===== src/rtl/matmul_pkg.sv =====
// Shared state encoding and mode-bit positions for the matmul_ext engine.
package matmul_pkg;

  typedef enum logic [3:0] {
    IDLE, START, RD_C, WT_C, RD_A, WT_A, RD_B, WT_B, WR_C, DONE
  } state_e;

  localparam int unsigned MODE_ACCUM   = 0;
  localparam int unsigned MODE_SIGNED  = 1;
  localparam int unsigned MODE_TRANS_B = 2;

endpackage


===== src/rtl/matmul_ext_mac.sv =====
// Extend-multiply-accumulate: acc + ext(a)*ext(b), wrapping at MEM_DW bits.
module matmul_mac #(
  parameter int unsigned PREC   = 16,
  parameter int unsigned MEM_DW = 32
) (
  input  logic              signed_i,
  input  logic [PREC-1:0]   a_i,
  input  logic [PREC-1:0]   b_i,
  input  logic [MEM_DW-1:0] acc_i,
  output logic [MEM_DW-1:0] sum_o
);

  logic [MEM_DW-1:0] a_ext, b_ext;

  // Low MEM_DW bits of the product are identical for signed and unsigned
  // once the operands are extended to full width.
  always_comb begin
    a_ext = {{(MEM_DW-PREC){signed_i & a_i[PREC-1]}}, a_i};
    b_ext = {{(MEM_DW-PREC){signed_i & b_i[PREC-1]}}, b_i};
    sum_o = acc_i + a_ext * b_ext;
  end

endmodule


===== src/rtl/matmul_ext.sv =====
// Memory-mastering matrix multiply engine: C = A*B or C += A*B, with signed
// or unsigned operands and optional transposed-B addressing.
module matmul_ext
  import matmul_pkg::*;
#(
  parameter int unsigned MEM_AW   = 16,
  parameter int unsigned MEM_DW   = 32,
  parameter int unsigned DIM_BITS = 16,
  parameter int unsigned PREC     = 16
) (
  input  logic                clk,
  input  logic                rst,
  input  logic                sm_ena,
  input  logic                go,
  input  logic [2:0]          mode,
  input  logic [MEM_AW-1:0]   aBASE,
  input  logic [MEM_AW-1:0]   bBASE,
  input  logic [MEM_AW-1:0]   cBASE,
  input  logic [DIM_BITS-1:0] aSTRIDE,
  input  logic [DIM_BITS-1:0] bSTRIDE,
  input  logic [DIM_BITS-1:0] cSTRIDE,
  input  logic [DIM_BITS-1:0] aROWS,
  input  logic [DIM_BITS-1:0] aCOLS,
  input  logic [DIM_BITS-1:0] bCOLS,
  output logic                ret,
  output logic                busy,
  output logic                mem_req,
  output logic                mem_write,
  output logic [MEM_AW-1:0]   mem_addr,
  output logic [MEM_DW-1:0]   mem_wdata,
  input  logic                mem_rdata_vld,
  input  logic [MEM_DW-1:0]   mem_rdata
);

  state_e              state_q, state_d;
  logic                accum_q, accum_d, sgn_q, sgn_d;
  logic [DIM_BITS-1:0] arows_q, arows_d, acols_q, acols_d, bcols_q, bcols_d;
  logic [DIM_BITS-1:0] i_q, i_d, j_q, j_d, k_q, k_d;
  logic [MEM_AW-1:0]   astr_q, astr_d, cstr_q, cstr_d, bk_q, bk_d, bj_q, bj_d;
  logic [MEM_AW-1:0]   bbase_q, bbase_d, a_row_q, a_row_d, a_ptr_q, a_ptr_d;
  logic [MEM_AW-1:0]   b_col_q, b_col_d, b_ptr_q, b_ptr_d, c_row_q, c_row_d;
  logic [MEM_AW-1:0]   c_ptr_q, c_ptr_d;
  logic [MEM_DW-1:0]   acc_q, acc_d, hold_data_q, hold_data_d, rdata_eff, mac_sum;
  logic [PREC-1:0]     a_q, a_d;
  logic                hold_vld_q, hold_vld_d, vld_eff, wt_state;
  logic                last_i, last_j, last_k;

  assign wt_state  = (state_q == WT_C) || (state_q == WT_A) || (state_q == WT_B);
  assign vld_eff   = hold_vld_q | mem_rdata_vld;
  assign rdata_eff = hold_vld_q ? hold_data_q : mem_rdata;
  assign last_i    = (i_q == arows_q - DIM_BITS'(1));
  assign last_j    = (j_q == bcols_q - DIM_BITS'(1));
  assign last_k    = (k_q == acols_q - DIM_BITS'(1));

  matmul_mac #(.PREC(PREC), .MEM_DW(MEM_DW)) u_mac (
    .signed_i (sgn_q),
    .a_i      (a_q),
    .b_i      (rdata_eff[PREC-1:0]),
    .acc_i    (acc_q),
    .sum_o    (mac_sum)
  );

  always_ff @(posedge clk or posedge rst) begin
    if (rst) begin
      state_q <= IDLE;
      accum_q <= 1'b0;      sgn_q   <= 1'b0;
      arows_q <= '0;        acols_q <= '0;       bcols_q <= '0;
      i_q     <= '0;        j_q     <= '0;       k_q     <= '0;
      astr_q  <= '0;        cstr_q  <= '0;       bk_q    <= '0;       bj_q  <= '0;
      bbase_q <= '0;        a_row_q <= '0;       a_ptr_q <= '0;
      b_col_q <= '0;        b_ptr_q <= '0;       c_row_q <= '0;       c_ptr_q <= '0;
      acc_q   <= '0;        a_q     <= '0;
      hold_vld_q <= 1'b0;   hold_data_q <= '0;
    end else begin
      state_q <= state_d;
      accum_q <= accum_d;   sgn_q   <= sgn_d;
      arows_q <= arows_d;   acols_q <= acols_d;  bcols_q <= bcols_d;
      i_q     <= i_d;       j_q     <= j_d;      k_q     <= k_d;
      astr_q  <= astr_d;    cstr_q  <= cstr_d;   bk_q    <= bk_d;     bj_q  <= bj_d;
      bbase_q <= bbase_d;   a_row_q <= a_row_d;  a_ptr_q <= a_ptr_d;
      b_col_q <= b_col_d;   b_ptr_q <= b_ptr_d;  c_row_q <= c_row_d;  c_ptr_q <= c_ptr_d;
      acc_q   <= acc_d;     a_q     <= a_d;
      hold_vld_q <= hold_vld_d; hold_data_q <= hold_data_d;
    end
  end

  always_comb begin
    state_d = state_q;
    accum_d = accum_q;  sgn_d   = sgn_q;
    arows_d = arows_q;  acols_d = acols_q;  bcols_d = bcols_q;
    i_d     = i_q;      j_d     = j_q;      k_d     = k_q;
    astr_d  = astr_q;   cstr_d  = cstr_q;   bk_d    = bk_q;     bj_d = bj_q;
    bbase_d = bbase_q;  a_row_d = a_row_q;  a_ptr_d = a_ptr_q;
    b_col_d = b_col_q;  b_ptr_d = b_ptr_q;  c_row_d = c_row_q;  c_ptr_d = c_ptr_q;
    acc_d   = acc_q;    a_d     = a_q;
    hold_vld_d  = hold_vld_q;
    hold_data_d = hold_data_q;

    if (!sm_ena) begin
      // Park read data that lands during a stall; consumed once sm_ena returns.
      if (wt_state && mem_rdata_vld && !hold_vld_q) begin
        hold_vld_d  = 1'b1;
        hold_data_d = mem_rdata;
      end
    end else begin
      hold_vld_d = 1'b0;
      unique case (state_q)
        IDLE: if (go) begin
          accum_d = mode[MODE_ACCUM];
          sgn_d   = mode[MODE_SIGNED];
          arows_d = aROWS;  acols_d = aCOLS;  bcols_d = bCOLS;
          astr_d  = MEM_AW'(aSTRIDE);
          cstr_d  = MEM_AW'(cSTRIDE);
          bk_d    = mode[MODE_TRANS_B] ? MEM_AW'(1) : MEM_AW'(bSTRIDE);
          bj_d    = mode[MODE_TRANS_B] ? MEM_AW'(bSTRIDE) : MEM_AW'(1);
          bbase_d = bBASE;
          a_row_d = aBASE;  a_ptr_d = aBASE;
          b_col_d = bBASE;  b_ptr_d = bBASE;
          c_row_d = cBASE;  c_ptr_d = cBASE;
          i_d = '0;  j_d = '0;  k_d = '0;
          state_d = START;
        end
        START: begin
          if (arows_q == '0 || acols_q == '0 || bcols_q == '0) state_d = DONE;
          else if (accum_q) state_d = RD_C;
          else begin
            acc_d   = '0;
            state_d = RD_A;
          end
        end
        RD_C: state_d = WT_C;
        WT_C: if (vld_eff) begin
          acc_d   = rdata_eff;
          state_d = RD_A;
        end
        RD_A: state_d = WT_A;
        WT_A: if (vld_eff) begin
          a_d     = rdata_eff[PREC-1:0];
          state_d = RD_B;
        end
        RD_B: state_d = WT_B;
        WT_B: if (vld_eff) begin
          acc_d = mac_sum;
          if (last_k) state_d = WR_C;
          else begin
            k_d     = k_q + DIM_BITS'(1);
            a_ptr_d = a_ptr_q + MEM_AW'(1);
            b_ptr_d = b_ptr_q + bk_q;
            state_d = RD_A;
          end
        end
        WR_C: begin
          // Pointers for the next element are derived from the updated row/column bases.
          k_d = '0;
          if (last_j && last_i) state_d = DONE;
          else begin
            if (last_j) begin
              j_d     = '0;
              i_d     = i_q + DIM_BITS'(1);
              a_row_d = a_row_q + astr_q;
              c_row_d = c_row_q + cstr_q;
              c_ptr_d = c_row_d;
              b_col_d = bbase_q;
            end else begin
              j_d     = j_q + DIM_BITS'(1);
              c_ptr_d = c_ptr_q + MEM_AW'(1);
              b_col_d = b_col_q + bj_q;
            end
            a_ptr_d = a_row_d;
            b_ptr_d = b_col_d;
            if (accum_q) state_d = RD_C;
            else begin
              acc_d   = '0;
              state_d = RD_A;
            end
          end
        end
        DONE:    state_d = IDLE;
        default: state_d = IDLE;
      endcase
    end
  end

  assign busy      = (state_q != IDLE);
  assign ret       = sm_ena && (state_q == DONE);
  assign mem_req   = sm_ena && ((state_q == RD_C) || (state_q == RD_A) ||
                                (state_q == RD_B) || (state_q == WR_C));
  assign mem_write = sm_ena && (state_q == WR_C);
  assign mem_wdata = acc_q;

  always_comb begin
    mem_addr = '0;
    unique case (state_q)
      RD_C, WR_C: mem_addr = c_ptr_q;
      RD_A:       mem_addr = a_ptr_q;
      RD_B:       mem_addr = b_ptr_q;
      default:    mem_addr = '0;
    endcase
  end

endmodule


===== config.mk =====
export PLATFORM = sky130hd
export DESIGN_NAME = matmul_ext
export DESIGN_NICKNAME = d
export VERILOG_FILES = /design/src/rtl/matmul_pkg.sv /design/src/rtl/matmul_ext_mac.sv /design/src/rtl/matmul_ext.sv
export SDC_FILE = /design/constraint.sdc
export NUM_CORES = 2
export LEC_CHECK = 0
export BUFFER_PORTS_ARGS = -buffer_cell sky130_fd_sc_hd__buf_2
export CORE_AREA = 8 8 268 270
export CTS_CLUSTER_DIAMETER = 30
export CTS_CLUSTER_SIZE = 28
export DETAILED_ROUTE_END_ITERATION = 10
export DIE_AREA = 0 0 276 278
export MAX_ROUTING_LAYER = met4
export PLACE_DENSITY = 0.71
export SYNTH_ARGS = -nofsm -noshare
export SYNTH_HDL_FRONTEND = slang
export SYNTH_SLANG_ARGS = --single-unit

===== constraint.sdc =====
create_clock -name clk -period 36.8 [get_ports clk]
set_clock_uncertainty 0.1 [all_clocks]
set_input_delay 7.36 -clock clk [delete_from_list [all_inputs] [get_ports clk]]
set_output_delay 7.36 -clock clk [all_outputs]
set_load 0.03 [all_outputs]

==> run summary <==
instance count of the mapped netlist -> 3790
initial standard-cell utilization of the core -> 49.2%
highest-count cells in the layout ignoring fill and taps -> sky130_fd_sc_hd__nand2_1, sky130_fd_sc_hd__inv_1, sky130_fd_sc_hd__dfrtp_1, sky130_fd_sc_hd__fa_1, sky130_fd_sc_hd__buf_2
dominant combinational cell family by area after synthesis -> adder cells
shortest period the worst path allows -> 15.50 ns
Synth Cell Area -> 33300 sq um
final setup fails -> 0
count of vias placed by the detailed router -> 28061
final global-route overflow total -> 0
FMAX -> 64.5 MHz
final routed DRC violation total -> 0
clock buffers created by TritonCTS -> 92
total detailed-routing wirelength -> 95.5 mm
maxcap violations -> 0
slew at the pin with the worst max-slew slack -> 1.30 ns
ratio of final minimum period to clock period -> 42.1%
number of standard cells in the layout, taps in and fillers out -> 4938
fillers -> 6047
layout overhead on the synthesized area -> 15.7%
setup TNS after final layout -> 0 ns
share of cell area taken by muxes after synthesis -> 3.35%
Placed Instances -> 4759
number of max-slew violations in the final report -> 0
cell area after placement -> 35200 sq um
initial antenna violation count -> 10
Hold Worst Slack -> 0.373 ns
Non-Filler Cell Area, Final -> 38600 sq um
total iterations of the first detailed-routing run -> 8
synthesized area divided by synthesized cell count -> 8.79 sq um
clock tree root buffer cell -> sky130_fd_sc_hd__clkbuf_16
clock slew seen by the registers of the worst setup and hold paths -> 0.05 ns
post-synthesis share of cell area spent on xor and xnor gates -> 4.36%
die span in x -> 276 um
category of the worst setup path launch point -> input pin
count of unique library cells instantiated by Yosys -> 87
CTS resizes -> 0
required arrival time at the worst endpoint -> 29.34 ns
number of sinks handled by clock tree synthesis -> 359
result of the run -> complete, no violations
source-to-sink clock delay at the later pin of the worst-skew pair -> 0.67 ns
buffers inserted during post-CTS setup optimization -> 0
HPWL after detailed placement -> 69.7 mm
number of top-level design ports -> 236
Core ar. -> 67700 sq um
first-pass GRT wire length -> 154 mm
post-synthesis compound-gate area fraction -> 12.2%
arrival time worst endpoint -> 8.04 ns
fraction of the mapped netlist area in adder cells -> 25.8%
kind of path behind the tightest hold check -> reg -> reg
H-tree depth reported by CTS -> 3
worst-case clock buffer depth -> 3
final net count -> 4648
maximum number of pins on one net before global-route repair -> 110
Chip Height -> 278 um
post-synthesis share of cell area spent on and, or, nand and nor gates -> 20.2%
total global-route track usage -> 25.5%
type of destination of the critical path -> output port
proportion of layout cells with a drive suffix above 1 -> 13.3%
number of violations reported at the end of detailed-routing iteration 0 -> 2198
count of antenna-violating nets left after detailed routing -> 0
standard-cell row count -> 96
EDFF count, synth -> 0
crit path kind -> in -> out
flip-flop and latch count after synthesis -> 359
RSZ-0062 raised after global routing -> no
DR WL/cell -> 19.3 um
Post-Syn Nets -> 4467
headroom to the max-slew limit -> 13.3%
leading cell type in the layout, fill and taps excluded -> sky130_fd_sc_hd__nand2_1
most instantiated flip-flop cell in the synthesis netlist -> sky130_fd_sc_hd__dfrtp_1
asr flop ratio synth -> 100%
sequential-to-total area share from yosys stat -> 27.0%
placer congestion estimate -> 0.900
largest fanout on the critical path -> 11
vias in the first global route -> 28473
Hold Fails Final Rpt -> 0
TritonCTS clock tree -> yes
via/cell ratio -> 5.68
total of warnings raised by yosys -> 0
Hold-fix buffers, CTS -> 0
area of the die -> 76700 sq um
number of buffers inserted by port buffering -> 235
-- flip-flops by register name, indices dropped and copies added, names as in the netlist --
| register | flops |
|---|---|
| a_ptr_q | 16 |
| a_q | 16 |
| a_row_q | 16 |
| accum_q | 1 |
| acols_q | 16 |
| arows_q | 16 |
| astr_q | 16 |
| b_col_q | 16 |
| b_ptr_q | 16 |
| bbase_q | 16 |
| bcols_q | 16 |
| bj_q | 16 |
| bk_q | 16 |
| c_ptr_q | 16 |
| c_row_q | 16 |
| cstr_q | 16 |
| hold_data_q | 32 |
| hold_vld_q | 1 |
| i_q | 16 |
| j_q | 16 |
| k_q | 16 |
| mem_wdata | 32 |
| sgn_q | 1 |
| state_q | 4 |
-- cells by family after synthesis --
group                    after synthesis
AO/OA/AOI/OAI                        628
AND/OR/NAND/NOR                     1416
flip-flops                           359
adder cells (fa/ha/maj)              493
XOR/XNOR                             166
multiplexers                         104
buffers and inverters                624
-- final cells by class --
type                    count  area (sq um)  share of cell area [%]
diodes                      8          20.0                  0.0519
clock buffers             131          2630                    6.82
clock inverters            40           662                    1.72
inverters                 442          1670                    4.32
multi-input cells        2807         22100                    57.2
flip-flops and latches    359          8980                    23.3
well taps                 882          1100                    2.86
repair buffers            269          1430                    3.71
-- worst paths after layout --
kind                                         start                         to  slack, ns  depth (start not counted)
max                                         sm_ena                    mem_req      21.30                          3
min                        bbase_q[11]$_DFFE_PP0P_    bbase_q[11]$_DFFE_PP0P_       0.37                          2
max reg2reg                 hold_vld_q$_DFFE_PP0P_  mem_wdata[30]$_DFFE_PP0P_      28.54                         23
min reg2reg                bbase_q[11]$_DFFE_PP0P_    bbase_q[11]$_DFFE_PP0P_       0.37                          2
max in group asynchronous                      rst    a_ptr_q[14]$_DFFE_PP0P_      26.91                          5
min in group asynchronous                      rst     acols_q[6]$_DFFE_PP0P_       6.76                          2
-- through the flow --
step           util (%)  setup slack [ns]
2_1_floorplan         -             19.38
3_3_place_gp       52.0             21.30
3_5_place_dp       52.0             21.30
4_1_cts            56.9             21.30
5_1_grt            56.9             21.23
6_report           56.9             21.30
-- critical path, stage by stage --
cell and delay, ns:
sky130_fd_sc_hd__buf_2 0.24, sky130_fd_sc_hd__nor3b_1 0.21, sky130_fd_sc_hd__buf_2 0.23
-- synthesized netlist by cell type, types with 19 or more instances --
cell                       count  share of area, %
sky130_fd_sc_hd__dfrtp_1     359                27
sky130_fd_sc_hd__nand2_1     672               7.6
sky130_fd_sc_hd__fa_1        325                20
sky130_fd_sc_hd__nor2b_1      47              0.88
sky130_fd_sc_hd__nand3_1      89               1.3
sky130_fd_sc_hd__a21o_1       33              0.74
sky130_fd_sc_hd__a211oi_1     21              0.47
sky130_fd_sc_hd__o21ai_0     117               1.8
sky130_fd_sc_hd__or3_1        26              0.49
sky130_fd_sc_hd__nand4_1      25              0.47
sky130_fd_sc_hd__nand3b_1     21              0.47
sky130_fd_sc_hd__inv_1       442               5.0
sky130_fd_sc_hd__and3_1       36              0.68
sky130_fd_sc_hd__xor2_1       54               1.4
sky130_fd_sc_hd__o21a_1       24              0.54
sky130_fd_sc_hd__mux2i_1      45               1.4
sky130_fd_sc_hd__nand2b_1     19              0.36
sky130_fd_sc_hd__a21oi_1     201               3.0
sky130_fd_sc_hd__mux2_2       59               2.0
sky130_fd_sc_hd__xnor2_1     112               2.9
sky130_fd_sc_hd__clkbuf_1    152               1.7
sky130_fd_sc_hd__nor2_1      213               2.4
sky130_fd_sc_hd__ha_1        168               6.3
sky130_fd_sc_hd__nor4_1       20              0.38
sky130_fd_sc_hd__nor3_1       51              0.77
sky130_fd_sc_hd__and2_1      109               2.0
sky130_fd_sc_hd__a31oi_1      53               1.0
-- routing by layer --
metal,share of wire (%),GRT usage (%),up-vias
li1,-,-,12981
met4,4.0,9.81,0
met1,41,31.6,13823
met3,7.6,4.61,221
met2,48,41.5,1036
met5,0,-,-
Power is left out: the tool's default activity adds up to more than one toggle a clock period on the data nets, which glitch-free logic cannot reach.
